**config.mk**
```make
export PLATFORM = sky130hd
export DESIGN_NAME = uart_pack_assembler
export DESIGN_NICKNAME = d
export VERILOG_FILES = /design/src/rtl/uart_pack_assembler.sv
export SDC_FILE = /design/constraint.sdc
export NUM_CORES = 1
export LEC_CHECK = 0
export BUFFER_PORTS_ARGS = -buffer_cell sky130_fd_sc_hd__buf_2
export CORE_AREA = 3 3 151 153
export CTS_BUF_LIST = sky130_fd_sc_hd__clkbuf_4 sky130_fd_sc_hd__clkbuf_8 sky130_fd_sc_hd__clkbuf_16
export CTS_CLUSTER_DIAMETER = 80
export CTS_CLUSTER_SIZE = 20
export DETAILED_ROUTE_END_ITERATION = 8
export DIE_AREA = 0 0 154 156
export GPL_ROUTABILITY_DRIVEN = 0
export PLACE_DENSITY = 0.64
export SLEW_MARGIN = 10
export SYNTH_ARGS = -nofsm -noshare
export SYNTH_HDL_FRONTEND = slang
export SYNTH_SLANG_ARGS = --single-unit
```
**constraint.sdc**
```tcl
create_clock -name clk_i -period 2.9 [get_ports clk_i]
set_input_delay 0.435 -clock clk_i [delete_from_list [all_inputs] [get_ports clk_i]]
set_output_delay 0.435 -clock clk_i [all_outputs]
set_load 0.03 [all_outputs]
```
**src/rtl/uart_pack_assembler.sv**
```systemverilog
// Collects UART bytes into one output/frequency/ctrl/period pack and presents
// it downstream over valid/ready, dropping partial packs on inter-byte timeout.
module uart_pack_assembler #(
  parameter int DATA_BIT        = 32,
  parameter int TIMEOUT_CLK     = 100000,
  parameter int LOW_PERIOD_CLK  = 20,
  parameter int HIGH_PERIOD_CLK = 5
) (
  input  logic                clk_i,
  input  logic                rst_ni,
  input  logic [7:0]          data_i,
  input  logic                rx_done_tick_i,
  input  logic                ready_i,
  output logic                valid_o,
  output logic [DATA_BIT-1:0] output_pattern_o,
  output logic [DATA_BIT-1:0] freq_pattern_o,
  output logic [7:0]          ctrl_o,
  output logic [7:0]          high_period_o,
  output logic [7:0]          low_period_o,
  output logic                timeout_tick_o,
  output logic                overrun_tick_o
);

  localparam int NB       = DATA_BIT / 8;
  localparam int PACK_NUM = NB * 2 + 3;
  localparam int CW       = $clog2(PACK_NUM + 1);
  localparam int TW       = $clog2(TIMEOUT_CLK);
  localparam logic [CW-1:0] LAST_IDX = CW'(PACK_NUM - 1);
  localparam logic [TW-1:0] TO_LAST  = TW'(TIMEOUT_CLK - 1);
  localparam logic [7:0]    HIGH_DFLT = 8'(HIGH_PERIOD_CLK);
  localparam logic [7:0]    LOW_DFLT  = 8'(LOW_PERIOD_CLK);

  // DONE is the one-cycle commit slot between the last byte and valid_o rising.
  typedef enum logic [1:0] {
    IDLE = 2'd0,
    RECV = 2'd1,
    DONE = 2'd2,
    HOLD = 2'd3
  } state_t;

  function automatic logic [7:0] subst_zero(input logic [7:0] b, input logic [7:0] dflt);
    subst_zero = (b == 8'd0) ? dflt : b;
  endfunction

  state_t        state_r, next_s;
  logic [CW-1:0] byte_cnt_r, cnt_next_s, store_idx_s;
  logic [TW-1:0] to_cnt_r, to_next_s;
  logic [7:0]    shadow_r [PACK_NUM];
  logic          store_s, commit_s, release_s, timeout_s, overrun_s;
  logic [DATA_BIT-1:0] pat_s, freq_s;

  // State register.
  always_ff @(posedge clk_i or negedge rst_ni) begin
    if (!rst_ni) begin
      state_r <= IDLE;
    end else begin
      state_r <= next_s;
    end
  end

  // Next-state logic and datapath strobes.
  always_comb begin
    next_s      = state_r;
    cnt_next_s  = byte_cnt_r;
    to_next_s   = to_cnt_r;
    store_idx_s = byte_cnt_r;
    store_s     = 1'b0;
    commit_s    = 1'b0;
    release_s   = 1'b0;
    timeout_s   = 1'b0;
    overrun_s   = 1'b0;
    case (state_r)
      IDLE: begin
        to_next_s = {TW{1'b0}};
        if (rx_done_tick_i) begin
          store_s     = 1'b1;
          store_idx_s = {CW{1'b0}};
          cnt_next_s  = CW'(1);
          next_s      = RECV;
        end else begin
          cnt_next_s = {CW{1'b0}};
        end
      end
      RECV: begin
        if (rx_done_tick_i) begin
          store_s   = 1'b1;
          to_next_s = {TW{1'b0}};
          if (byte_cnt_r == LAST_IDX) begin
            next_s = DONE;
          end else begin
            cnt_next_s = byte_cnt_r + CW'(1);
          end
        end else if (to_cnt_r == TO_LAST) begin
          timeout_s  = 1'b1;
          to_next_s  = {TW{1'b0}};
          cnt_next_s = {CW{1'b0}};
          next_s     = IDLE;
        end else begin
          to_next_s = to_cnt_r + TW'(1);
        end
      end
      DONE: begin
        commit_s   = 1'b1;
        cnt_next_s = {CW{1'b0}};
        next_s     = HOLD;
        overrun_s  = rx_done_tick_i;
      end
      HOLD: begin
        if (ready_i) begin
          release_s = 1'b1;
          if (rx_done_tick_i) begin
            store_s     = 1'b1;
            store_idx_s = {CW{1'b0}};
            cnt_next_s  = CW'(1);
            next_s      = RECV;
          end else begin
            next_s = IDLE;
          end
        end else begin
          overrun_s = rx_done_tick_i;
        end
      end
      default: begin
        next_s     = IDLE;
        cnt_next_s = {CW{1'b0}};
        to_next_s  = {TW{1'b0}};
      end
    endcase
  end

  // Multi-byte fields are assembled LSB byte first from the shadow buffer.
  always_comb begin
    pat_s  = {DATA_BIT{1'b0}};
    freq_s = {DATA_BIT{1'b0}};
    for (int i = 0; i < NB; i++) begin
      pat_s[8*i +: 8]  = shadow_r[i];
      freq_s[8*i +: 8] = shadow_r[NB+i];
    end
  end

  // Shadow buffer, counters and registered outputs.
  always_ff @(posedge clk_i or negedge rst_ni) begin
    if (!rst_ni) begin
      for (int i = 0; i < PACK_NUM; i++) begin
        shadow_r[i] <= 8'd0;
      end
      byte_cnt_r       <= {CW{1'b0}};
      to_cnt_r         <= {TW{1'b0}};
      valid_o          <= 1'b0;
      output_pattern_o <= {DATA_BIT{1'b0}};
      freq_pattern_o   <= {DATA_BIT{1'b0}};
      ctrl_o           <= 8'd0;
      high_period_o    <= 8'd0;
      low_period_o     <= 8'd0;
      timeout_tick_o   <= 1'b0;
      overrun_tick_o   <= 1'b0;
    end else begin
      byte_cnt_r     <= cnt_next_s;
      to_cnt_r       <= to_next_s;
      timeout_tick_o <= timeout_s;
      overrun_tick_o <= overrun_s;
      if (store_s) begin
        shadow_r[store_idx_s] <= data_i;
      end else begin
        shadow_r[store_idx_s] <= shadow_r[store_idx_s];
      end
      if (commit_s) begin
        valid_o          <= 1'b1;
        output_pattern_o <= pat_s;
        freq_pattern_o   <= freq_s;
        ctrl_o           <= shadow_r[2*NB];
        high_period_o    <= subst_zero(shadow_r[2*NB+1], HIGH_DFLT);
        low_period_o     <= subst_zero(shadow_r[2*NB+2], LOW_DFLT);
      end else if (release_s) begin
        valid_o <= 1'b0;
      end else begin
        valid_o <= valid_o;
      end
    end
  end

endmodule

```
# == Word level (Yosys, flattened, before mapping) ==
# Index checks and enable logic that the tools add are counted.
# classes
addsub,2
n_lt_le_gt_ge,2
n_eq_ne,11
mux,43
bitwise_logic,1
n_reduce_logical,9
# ops
cell,n
$bwmux 88,2
$mux 88,1
$mux 8,5
$mux 17,2
$pmux 17 s2,1
$bmux 8 s4,1
$demux 8 s4,1
$mux 4,7
$add 17x1->17 const B,1
$eq 17x17->1 const B,1
$logic_not 8->1,2
$pmux 4 s4,1
$mux 1,13
$mux 2,5
$ne 3x3->1 const B,3
$pmux 2 s4,1
$pmux 4 s2,1
$reduce_and 4->1,2
$ne 2x2->1 const B,3
$ge 5x5->1 const B,1
$lt 5x1->1 const B,1
$not 4->5,1
$add 4x1->4 const B,1
$eq 2x2->1 const B,2
other kinds (7),9
# word_totals
ff_bits,202
in_bits,12
out_inout_bits,91
word_cells,90

# == Logic depth before layout (Yosys ltp) ==
# depth
depth_word,10
mapped_depth,11

# == Least setup slack after synthesis ==
# Ideal clock, no wire load.
# synth_path
path_kind,register to register
start,reg (tool-made name)
end,"reg shadow_r, in the netlist pat_s[7]"
t_arrival_ps,2195
required_time_ps,2774
setup_slack_ps,579
stages_incl_launch_ff,11
path_buffers,3
period_less_slack_ps,2321
cell_sequence,dfrtp_1 -> inv_1 -> ha_1 -> buf_2 -> or3_4 -> o21a_1 -> buf_4 -> buf_4 -> a22oi_2 -> a21oi_1 -> a221o_1
# synth_lines
element,line,rtl
"to (signal, indexed assignment)",163,shadow_r[store_idx_s] <= data_i;
"to (signal, indexed assignment)",165,shadow_r[store_idx_s] <= shadow_r[store_idx_s];
to (decl),48,logic [7:0] shadow_r [PACK_NUM];

==> impl_metrics.csv <==
group,metric,value,unit
outcome,status,"finished, violations left",
outcome,failed_checks,"hold timing",
route,drtIter0Drc,652,
synthesis,synth-adder-area-share,0.911,%
final_layout,final_layout_size_suffix_gt1_share,35.8,%
route,first_pass_iters,5,
cts,cts_setup_buffers,0,
critical_path,cp-end-kind,"register",
synthesis,synth_area_leaders,"dfrtp_1 53%, mux2_2 14%, a221oi_1 5.6%",
timing,drv_slew,0,
synthesis,yosysSeqAreaShare,52.6,%
cts,cts_sinks,202,
place,dp.cells,1180,
synthesis,synth-xor-area-share,0.273,%
final_layout,n_fill_cell,1928,
route,ant_nets,0,
critical_path,crit_buf_inv,1,
timing,setup_tns,0,ns
global_routing,grt_pass1_wl,42500,um
timing,relSlewSlack,26.9,%
synthesis,synth-simple-area-share,11.8,%
timing,rsz0062_at_grt,"yes",
floorplanning,core_area,0.0217,mm2
final_layout,multi_input_area,0.00427,mm2
floorplanning,ioPinCount,103,
critical_path,crit_required,3.26,ns
synthesis,yosys.area.top_type,"dfrtp_1",
synthesis,async_flop_share,100,%
synthesis,synth_flop_cell,"dfrtp_1",
timing,fmax,0.353,GHz
cts,cts_tree,"yes",
timing,holdWs,-0.0105,ns
place,place_area,0.0106,mm2
cts,cts-root-buf,"clkbuf_16",
critical_path,start_kind,"register",
synthesis,synth_compound_area_share,17.3,%
power_and_ir_drop,leakage,0.00520,uW
final_layout,finalNonFillerCells,1200,
synthesis,syn_area,0.00961,mm2
cts,clkTransAtPathRegs,0.09,ns
timing,setup_viol,0,
critical_path,cp_slowest_cell,"o21ai_2",
synthesis,netlist_instances,810,
critical_path,slowest_delay,0.59,ns
global_routing,antenna_found_initial,0,
route,via_per_inst,6.08,
critical_path,arrival,3.19,ns
synthesis,syn_area_per_cell,11.9,um2
floorplanning,die_area,0.0240,mm2
route,drt-total-wl,26900,um
floorplanning,die_h,156,um
place,numPortBuffers,102,
cts,cts_buffer_depth,3,
final_layout,fin_area,0.0110,mm2
route,drc,0,
route,routedWlPerCell,22.4,um
final_layout,seq_area,0.00506,mm2
final_layout,nets,935,
timing,fin_ws,0.0705,ns
cts,cts.htree.levels,1,
cts,cts_made_buffers,14,
run,drv_cap,0,
synthesis,yosys_warnings,0,
cts,insertion_delay,0.49,ns
critical_path,path_max_fanout,16,
timing,worst-slew-pin-transition,1.09,ns
global_routing,track_usage,22.1,%
route,num_vias,7291,
synthesis,synth_top_family_by_area,"compound AO/OA/AOI/OAI gates",
power_and_ir_drop,ir_worst_vdd,0.571,mV
critical_path,path_cells,"inv_1, ha_1, nand2b_1, o21ai_2, or3_1, nor2_1, a221o_1",
floorplanning,num_rows,54,
synthesis,synthesis.nets,829,
power_and_ir_drop,finalPower,11300,uW
place,dpl.hpwl,18900,um
synthesis,yosys.area.top_type_share,52.6,%
min_path,hold_path_class,"in -> async",
final_layout,n_antenna_cell,0,
global_routing,grt_max_degree,84,
final_layout,syn_to_final_growth,14.4,%
power_and_ir_drop,p_per_area,1020,mW/mm2
timing,skew,0.0313,ns
synthesis,ys_ff_latch,202,
global_routing,overflow,0,
critical_path,crit_family,"compound AO/OA/AOI/OAI gates",
timing,timing.final.crit_share,97.6,%
timing,hold_viol,4,
place,dp_slack,0.145,ns
timing,fin_crit,2.83,ns
floorplanning,dieWidth,154,um
floorplanning,start_util,44.3,%
synthesis,synthMuxAreaShare,14.0,%
synthesis,synth-edff-count,0,
synthesis,ys_types,64,
critical_path,path_class,"reg -> reg",
global_routing,grt_pass1_vias,7074,
[kinds of logic (layout without fill, tap and decap cells)]
group                    Yosys count  after routing
AO/OA/AOI/OAI                    195            195
XOR/XNOR                           3              3
adder cells (fa/ha/maj)            7              7
buffers and inverters             60            170
flip-flops                       202            202
multiplexers                     120            120
AND/OR/NAND/NOR                  223            223
[power breakdown]
group	leakage, uW	total (uW)	switching [uW]	internal, uW
Combinational	0.00232	5150	3180	1970
Sequential	0.00267	4150	647	3500
Clock	0.000207	1970	1010	968
Total	0.00520	11300	4840	6430
[flip-flops by register name (all words and copies together), names as in the netlist, named ones only]
register / flops
timeout_tick_o: 1
state_r: 1
byte_cnt_r: 4
pat_s: 32
to_cnt_r: 17
shadow_r: 24
freq_pattern_o: 32
high_period_o: 8
ctrl_o: 8
freq_s: 32
overrun_tick_o: 1
valid_o: 1
low_period_o: 8
output_pattern_o: 32
[metal layers]
layer / share of wire, % / global-route usage, % / wire length [um]
met5: 0 / 0 / 0
met4: 2.9 / 6.56 / 774
met3: 7.1 / 3.72 / 1920
met2: 45 / 33.6 / 12200
met1: 45 / 32.6 / 12000
[final timing paths]
| kind | from | endpoint | slack, ns | cells past startpoint |
|---|---|---|---|---|
| setup / recovery | register | freq_s[26] | 0.07 | 7 |
| hold / removal | rst_ni | output_pattern_o[26] | -0.01 | 1 |
| setup reg to reg | register | freq_s[26] | 0.07 | 7 |
| hold reg to reg | valid_o | valid_o | 0.49 | 1 |
| max in group asynchronous | rst_ni | freq_pattern_o[28] | 2.09 | 2 |
| min in group clk_i | data_i[2] | pat_s[2] | 0.34 | 4 |
[cell type report]
type | count | share of cell area (%)
Clock buffer | 17 | 3.55
Clock inverter | 3 | 0.205
Inverter | 5 | 0.171
Multi-Input combinational cell | 548 | 38.8
Sequential cell | 202 | 46.0
Tap cell | 280 | 3.19
Timing Repair Buffer | 145 | 8.11
[cells in the final DEF (no fill, tap or decap), drive strengths merged, types with 8 or more instances in the layout]
cell type  netlist  final
o22ai            8      8
clkbuf          23     18
nand2           32     32
mux2           117    117
o21ai           13     13
nor3            11     11
or2             10     10
dfrtp          202    202
a31oi            9      9
a221o           24     24
buf             32    144
a21oi           21     21
nor2           120    120
nand2b           8      8
nand3           10     10
a22oi           16     16
a21o            10     10
a221oi          73     73
[metrics by stage]
stage          utilization, %  hold slack, ns
2_1_floorplan               -           0.139
3_3_place_gp             48.8           0.472
3_5_place_dp             48.8           0.478
4_1_cts                  50.7          0.0428
5_1_grt                  50.7          0.0531
6_report                 50.7         -0.0105
[timing repair]
item,in CTS,in global routing
hold buffers,0,0
gates resized for setup,0,0
setup endpoints to repair,0,42
[cell usage after synthesis, drive strengths merged (3+ instances only)]
cell type / instances
nand4: 4
a221oi: 73
nand3: 10
nand2: 32
o22a: 4
o21ai: 13
dfrtp: 202
nor2: 120
nand3b: 3
inv: 4
or2: 10
a22o: 4
a22oi: 16
a31oi: 9
mux2i: 3
o31ai: 3
a21o: 10
or4: 7
ha: 7
nor3: 11
mux2: 117
nor4: 6
a221o: 24
nand2b: 8
clkbuf: 23
o22ai: 8
buf: 32
a21oi: 21
or3: 3
Note: power is estimated with default switching activity, not from simulation.
